**config.mk**
```make
export PLATFORM = sky130hd
export DESIGN_NAME = fetch_queue
export DESIGN_NICKNAME = d
export VERILOG_FILES = /design/src/rtl/fetch_queue_pkg.sv /design/src/rtl/fetch_queue.sv
export SDC_FILE = /design/constraint.sdc
export NUM_CORES = 1
export LEC_CHECK = 0
export CELL_PAD_IN_SITES_DETAIL_PLACEMENT = 1
export CELL_PAD_IN_SITES_GLOBAL_PLACEMENT = 1
export CORE_ASPECT_RATIO = 0.6
export CORE_MARGIN = 10
export CORE_UTILIZATION = 51
export DETAILED_ROUTE_END_ITERATION = 6
export PLACE_DENSITY_LB_ADDON = 0.1
export SYNTH_ARGS = -nofsm -noshare
export SYNTH_HDL_FRONTEND = slang
export SYNTH_SLANG_ARGS = --single-unit
```
**constraint.sdc**
```tcl
create_clock -name clk -period 8.3 [get_ports clk]
set_input_delay 2.075 -clock clk [delete_from_list [all_inputs] [get_ports clk]]
set_output_delay 2.075 -clock clk [all_outputs]
set_load 0.005 [all_outputs]
```
**src/rtl/fetch_queue_pkg.sv**
```systemverilog
// Shared pipeline types for the fetch queue.
// Provides word_t, fetch_data_t and the FETCH_QUEUE_DEPTH constant.
package fetch_queue_pkg;

    typedef logic [31:0] word_t;

    typedef struct packed {
        word_t pc;
        word_t raw_instr;
    } instr_t;

    typedef struct packed {
        logic   valid;
        instr_t instr;
    } fetch_data_t;

    localparam int FETCH_QUEUE_DEPTH = 4;

endpackage

```
**src/rtl/fetch_queue.sv**
```systemverilog
// Fetch queue: circular buffer between fetch output and decode register.
// Ports: clk, reset (sync, active-high), flush, enq_valid, dataF in;
//        full, dataD, count out; deq_ready in (decode not stalled).
module fetch_queue
    import fetch_queue_pkg::*;
#(
    parameter int DEPTH = FETCH_QUEUE_DEPTH
) (
    input  logic                       clk,
    input  logic                       reset,
    input  logic                       flush,
    input  logic                       enq_valid,
    input  fetch_data_t                dataF,
    output logic                       full,
    output fetch_data_t                dataD,
    input  logic                       deq_ready,
    output logic [$clog2(DEPTH):0]     count
);

    localparam int PW = $clog2(DEPTH);
    localparam int CW = PW + 1;
    localparam logic [CW-1:0] FULL_CNT = CW'(DEPTH);

    fetch_data_t     mem_q [DEPTH];
    fetch_data_t     mem_d [DEPTH];
    logic [PW-1:0]   head_q, head_d;
    logic [PW-1:0]   tail_q, tail_d;
    logic [CW-1:0]   count_q, count_d;

    logic empty;
    logic enq;
    logic deq;

    // Status comes from the registered count only, so deq_ready never
    // reaches full combinationally.
    assign full  = (count_q == FULL_CNT);
    assign empty = (count_q == '0);
    assign count = count_q;

    assign enq = enq_valid && dataF.valid && !full && !flush;
    assign deq = !empty && deq_ready && !flush;

    always_comb begin
        mem_d   = mem_q;
        head_d  = head_q;
        tail_d  = tail_q;
        count_d = count_q;
        if (flush) begin
            head_d  = '0;
            tail_d  = '0;
            count_d = '0;
        end else begin
            if (enq) begin
                mem_d[tail_q] = dataF;
                tail_d        = tail_q + PW'(1);
            end
            if (deq) begin
                head_d = head_q + PW'(1);
            end
            unique case ({enq, deq})
                2'b10:   count_d = count_q + CW'(1);
                2'b01:   count_d = count_q - CW'(1);
                default: count_d = count_q;
            endcase
        end
    end

    // Entries are never cleared; the output is gated on empty instead.
    always_ff @(posedge clk) begin
        mem_q <= mem_d;
        if (reset) begin
            head_q  <= '0;
            tail_q  <= '0;
            count_q <= '0;
        end else begin
            head_q  <= head_d;
            tail_q  <= tail_d;
            count_q <= count_d;
        end
    end

    always_comb begin
        dataD = '0;
        if (!empty) begin
            dataD       = mem_q[head_q];
            dataD.valid = 1'b1;
        end
    end

endmodule

```
Word-level counts from Yosys, hierarchy flattened
Index checks and enable logic that the tools add are counted.
{ "classes": {"addsub": 4, "magnitude_cmp": 3, "eq_ne": 3, "muxes": 8, "n_bitwise": 3, "n_reduce_logical": 13} }
{ "op_table": {"columns": ["op", "n"], "rows": [
  ["bitwise mux 260 bit", 1],
  ["binary-select mux 65 bit (select 2 bit)", 1],
  ["demux 65 bit (select 2 bit)", 1],
  ["2-to-1 mux 65 bit", 2],
  ["2-to-1 mux 64 bit", 2],
  ["greater-or-equal comparator 3 bit (second input constant)", 2],
  ["logical AND 1 bit", 6],
  ["NOT 2 -> 3 bit", 2],
  ["one-hot mux 3 bit (2 select lines)", 1],
  ["adder 2 x 1 -> 2 bit (second input constant)", 2],
  ["adder 3 x 1 -> 3 bit (second input constant)", 1],
  ["== test 3 bit (second input constant)", 1],
  ["logical NOT 1 bit", 3],
  ["logical NOT 3 bit", 1],
  ["less-than comparator 3 x 1 -> 1 bit (second input constant)", 1],
  ["subtractor 3 x 1 -> 3 bit (second input constant)", 1],
  ["== test 2 x 1 -> 1 bit (second input constant)", 1],
  ["== test 2 bit (second input constant)", 1],
  ["AND reduction 2 bit", 1],
  ["nonzero test 2 bit", 1],
  ["OR reduction 2 bit", 1],
  ["NOT 1 bit", 1]
]} }
{ "totals": {"ff_bits": 267, "input_bits": 70, "output_inout_bits": 69, "elab_cells": 49} }

Logic depth before layout (Yosys ltp)
Gate-level depths: netlist of run 1.
{ "depth": {"depth_word": 6, "ltp_mapped": 11, "ltp_nobuf": 10} }

Least setup slack after synthesis of run 1
No wires, ideal clock.
{ "synth_path": {"kind": "input port to flip-flop", "start": "input port flush", "end": "register mem_q[0] (netlist bit), enable pin", "setup_ns": 0.429, "t_arrival_ns": 3.916, "t_required_ns": 7.871, "slack_ns": 3.955, "path_stages": 2, "path_buffers": 0, "cell_sequence": "and3b_1 -> and3_1"} }
{ "synth_via": {"elab_chain_len": 3, "elab_cells_between_ends": 4, "classes_between": "bitwise (1); reduce/logical (3)"} }
{ "synth_lines": {"columns": ["element", "line_no", "text"], "rows": [
  ["from (decl)", "fetch_queue.sv:11", "input logic flush,"],
  ["logical NOT 1 bit", "fetch_queue.sv:40", "assign enq = enq_valid && dataF.valid && !full && !flush;"],
  ["logical AND 1 bit", "fetch_queue.sv:40", null],
  ["AND reduction 2 bit (no line) (*)", null, null],
  ["to (signal assigned)", "fetch_queue.sv:70", "mem_q <= mem_d;"],
  ["to (decl)", "fetch_queue.sv:24", "fetch_data_t mem_q [DEPTH];"]
]} }
Mark *: on every way between the ends. The rest lies on a longest branch, timed or not.
A chain may end at the register's enable or synchronous reset.

==> results of run 1 <==
## registers in the layout, summed over array words and instances (netlist names)
signal and flops:
tail_q 2, count 3, mem_q 256, head_q 2
## final timing paths
path / cells past startpoint / startpoint / slack (ns) / to
max reg2reg: 10 / count[2] / 5.83 / count[2]
min: 2 / tail_q[1] / 0.54 / tail_q[1]
min reg2reg: 2 / tail_q[1] / 0.54 / tail_q[1]
max: 4 / head_q[0] / 2.93 / dataD[61]
## Yosys cell counts (all sizes together)
cell	number	area [sq um]
or3	2	12.5
fa	1	20.0
edfxtp	256	7690
o311ai	1	8.76
dfxtp	7	140
o31ai	1	7.51
a21oi	4	20.0
nand3	2	10.0
ha	5	62.6
and2	64	400
inv	7	26.3
mux4	64	1440
clkbuf	10	37.5
nand3b	1	7.51
or2	1	6.26
buf	13	96.3
and3b	1	8.76
or3b	1	8.76
o21ai	3	15.0
and3	4	25.0
xor2	4	35.0
nor2	7	26.3
## worst max-delay path: stages (launching register included)
cell	delay (ns)
dfxtp_4	0.95
buf_4	0.59
mux4_2	0.57
and2_1	0.18
clkdlybuf4s50_1	0.50
## logic make-up (layout without fill, tap and decap cells)
family / count (synthesis) / count (layout) / share of synthesized area (%)
adders and majority gates: 6 / 6 / 0.817
xor gates and xnor gates: 4 / 4 / 0.347
DFF: 263 / 263 / 77.5
buffers and inverters: 30 / 189 / 1.59
muxes: 64 / 64 / 14.3
AOI/OAI and AO/OA: 9 / 9 / 0.508
and+or+nand+nor: 83 / 83 / 5.00
## layout make-up
cell class                      instances  area (sq um)  area share (%)
Inverter                                7          26.3           0.211
Timing Repair Buffer                  139          1390            11.1
Tap cell                              266           333            2.67
Clock buffer                           38           694            5.57
Sequential cell                       263          7840            62.9
Clock inverter                          5          51.3           0.412
Multi-Input combinational cell        166          2140            17.1
## layer usage
metal  vias to the layer above  wire length [um]  GRT usage [%]
met3                        20              1140           3.78
met4                         0               254           3.12
li1                       2132                 -              -
met5                         -                 0              0
met2                       124             10900           27.9
met1                      2539              9220           21.7
## power breakdown
part	switching, mW	internal, mW
registers	0.00403	1.47
clock network	0.448	0.604
logic	0.0386	0.0526
==> results_dict.tcl, run 1 <==
set metrics [dict create \
    status "complete, no violations" \
    grt_overflow 0 \
    final_area_sq_um 12500 \
    place_hpwl_mm 12.7 \
    grt_pass1_vias 5492 \
    cts_resized 0 \
    setup_slack_ns 2.93 \
    hold_viol 0 \
    post_cts_buffers 0 \
    power_mw 2.61 \
    crit_fanout 43 \
    avgSynthCellArea_sq_um 22.0 \
    place_inst 841 \
    synth_cell_types 24 \
    post-route-drc-count 0 \
    holdWs_ns 0.541 \
    fin_nets 677 \
    track_usage_pct 16.4 \
    port_buffers 138 \
    grt_max_degree 66 \
    min_period_ns 5.37 \
    placementRows 39 \
    slew_headroom_pct 18.0 \
    max_freq_mhz 186 \
    synth_warnings 0 \
    num_vias 4815 \
    mostFrequentLayoutCells "edfxtp_1, clkdlybuf4s50_1, mux4_2, and2_1, clkbuf_16" \
    powerDensity_nw_per_um2 210 \
    setup_violations 0 \
    die_height_um 129 \
    drv_cap 0 \
    routed_via_density 5.45 \
    syn2layout_area_growth_pct 23.4 \
    drv_slew 0 \
    fp.dieW_um 202 \
    clock_latency_ns 0.50 \
    crit_type "reg2out" \
    syn_inst 459 \
    first_pass_iters 5 \
    fin_cells 884 \
    gp_congestion 0.695 \
    seq_area_frac_synth_pct 77.5 \
    end_kind "output port" \
    n_antenna_cell 0 \
    cts_tree "built" \
    boundaryPins 139 \
    ys_seq_elements 263 \
    finalSetupTns_ns 0 \
    cellLeakagePower_nw 3.87 \
    rsz0062_at_grt "false" \
    start_util_pct 52.6 \
    fill_cells 1607 \
    final_util_pct 64.8 \
    wire_per_inst_um 24.3 \
    synth_area_sq_um 10100 \
    hold_class "reg2reg" \
    wirelength_mm 21.5 \
    cts_root_buffer "clkbuf_16" \
    crit_arrival_ns 3.30 \
    max-vdd-ir-drop_uv 139 \
    die_area_sq_um 26000 \
    layout-drive-gt1-share_pct 17.0 \
    mostFrequentLayoutCell "edfxtp_1" \
    syn_nets 535 \
    antenna_found_initial 0 \
    crit_required_ns 6.23 \
    drt_iter0_markers 278 \
    clockBufferDepth 3 \
    period_share_pct 64.7 \
    cts_buffers 24 \
    core_area_sq_um 19200 \
    final.setup_skew_ns 0.00654 \
    tightestPinTransition_ns 1.23 \
    place_ws_ns 3.36 \
    postCtsHoldBufs 0 \
    ant_nets 0 \
    grt_pass1_wl_mm 33.1 \
    crit_path_start_kind "register" \
    htree_levels 1 \
    clkTransAtPathRegs_ns 0.06 \
    place_area_sq_um 11700 \
    clock_sinks 263 \
]
(Power assumes the default switching activity.)
==> inputs of run 2 (changes only) <==
Settings changed: CORE_UTILIZATION 51 to 47.
Clock period 8.3 ns to 4.95 ns, I/O delays scaled along.
==> run 2 against run 1 <==
  * Sequential power is 68% higher
  * Sequential cell count is the same
  * Setup slack got worse by 2.1 ns
  * Sequential share of layout area down 0.64 points
  * Total power increased by 73%
  * Die area increased by 7.4%
  * Non-clock buffer count rose by 2
  * Hold slack worse by 0.021 ns
  * Via count is the same
==> results_dict.tcl, run 2 (synthesis results as in run 1) <==
set metrics [dict create \
    status "complete, no violations" \
    post-route-drc-count 0 \
    crit_slowest_cell "dfxtp_4" \
    powerDensity_nw_per_um2 360 \
    num_vias 4815 \
    grt_max_degree 66 \
    fill_cells 1784 \
    holdPathEnd "tail_q[1]" \
    cellLeakagePower_nw 3.93 \
    end_kind "output port" \
    setup_violations 0 \
    slew_headroom_pct 28.7 \
    track_usage_pct 14.9 \
    wirelength_mm 21.0 \
    cts_tree "built" \
    syn2layout_area_growth_pct 24.6 \
    hold_class "reg2reg" \
    rr_worst_depth 10 \
    mostFrequentLayoutCell "edfxtp_1" \
    layout-drive-gt1-share_pct 18.3 \
    path_cells "buf_4 -> mux4_2 -> and2_1 -> clkdlybuf4s50_1" \
    tightestPinTransition_ns 1.07 \
    gp_congestion 0.707 \
    finalSetupTns_ns 0 \
    drv_cap 0 \
    reg2reg_from "count[2]" \
    clock_latency_ns 0.51 \
    top_register "mem_q" \
    final_util_pct 59.7 \
    start_util_pct 47.9 \
    clkTransAtPathRegs_ns 0.07 \
    period_share_pct 83.0 \
    final.setup_skew_ns 0.0104 \
    cts_root_buffer "clkbuf_16" \
    wire_per_inst_um 23.3 \
    die_area_sq_um 28000 \
    min_period_ns 4.11 \
    hold_start "tail_q[1]" \
    drt_iter0_markers 243 \
    port_buffers 138 \
    core_area_sq_um 21100 \
    antenna_found_initial 1 \
    max_stage_delay_ns 0.78 \
    max_freq_mhz 244 \
    crit_required_ns 3.71 \
    postCtsHoldBufs 0 \
    holdWs_ns 0.520 \
    place_ws_ns 1.27 \
    crit_arrival_ns 2.87 \
    first_pass_iters 7 \
    die_height_um 134 \
    cts_buffers 25 \
    mostFrequentLayoutCells "edfxtp_1, clkdlybuf4s50_1, mux4_2, and2_1, clkbuf_16" \
    drv_slew 0 \
    place_inst 856 \
    fin_nets 680 \
    post_cts_buffers 0 \
    hold_viol 0 \
    clockBufferDepth 3 \
    fin_cells 902 \
    htree_levels 1 \
    grt_overflow 0 \
    cts_resized 0 \
    holdPathStages 2 \
    grt_pass1_wl_mm 32.8 \
    place_hpwl_mm 12.6 \
    largest_reg_flops 256 \
    fp.dieW_um 209 \
    crit_fanout 32 \
    boundaryPins 139 \
    grt_pass1_vias 5524 \
    regToRegEndpoint "count[2]" \
    clock_sinks 263 \
    routed_via_density 5.34 \
    rsz0062_at_grt "false" \
    crit_type "reg2out" \
    max-vdd-ir-drop_uv 240 \
    ant_nets 0 \
    r2r_slack_ns 2.47 \
    crit_path_start_kind "register" \
    placementRows 41 \
    setup_slack_ns 0.843 \
]
## run 2: changes by cell type in the layout (fill, tap and decap cells not counted), moves of 2 or more
cell / change
clkinv_2: +2
bufinv_16: +2
clkbuf_1: -8
clkinv_1: +3
## run 2: layer usage
| metal | vias to the layer above | wire length (um) | GRT usage [%] |
|---|---|---|---|
| met5 | - | 0 | 0 |
| met4 | 0 | 323 | 3.06 |
| met3 | 28 | 1530 | 4.97 |
| met2 | 124 | 10600 | 25.6 |
| met1 | 2515 | 8610 | 18.0 |
| li1 | 2148 | - | - |
## run 2: how the worst max path moves through the flow
stage                     startpoint   endpoint  slack, ns  cells after the start
final                      head_q[0]  dataD[51]       0.84                      4
after global routing       head_q[0]  dataD[51]       0.60                      4
after CTS                  head_q[0]  dataD[51]       0.72                      4
after detailed placement   head_q[0]  dataD[51]       1.27                      4
after global placement     head_q[0]  dataD[54]       1.29                      4
after floorplan                flush   mem_q[0]       1.44                      2
## run 2: through the flow
step / power (mW) / area, sq um
finish: 4.53 / 12600
global route: 4.69 / 12600
CTS: 4.58 / 12600
detailed placement: 2.67 / 11800
global placement: 2.66 / 11800
floorplan: 2.56 / 10100
## run 2: area by class of cell
type,count,area (sq um),area share [%]
clock inverter,14,149,1.18
sequential,263,7840,62.2
antenna,1,2.50,0.0199
inverter,7,26.3,0.209
timing repair buffer,141,1420,11.2
tap,279,349,2.77
multi-input combinational,166,2140,17.0
clock buffer,31,678,5.39
## run 2: power breakdown
group | leakage (nW) | internal (mW) | total (mW) | switching [mW]
Combinational | 1.15 | 0.0887 | 0.152 | 0.0633
Sequential | 2.37 | 2.46 | 2.47 | 0.00586
Clock | 0.402 | 1.13 | 1.91 | 0.784
## run 2: critical path: cells and delay by family (launching register included)
family	cells	cell delay (ns)
buf+inv	2	0.85
flops	1	0.78
mux	1	0.53
simple gates	1	0.18
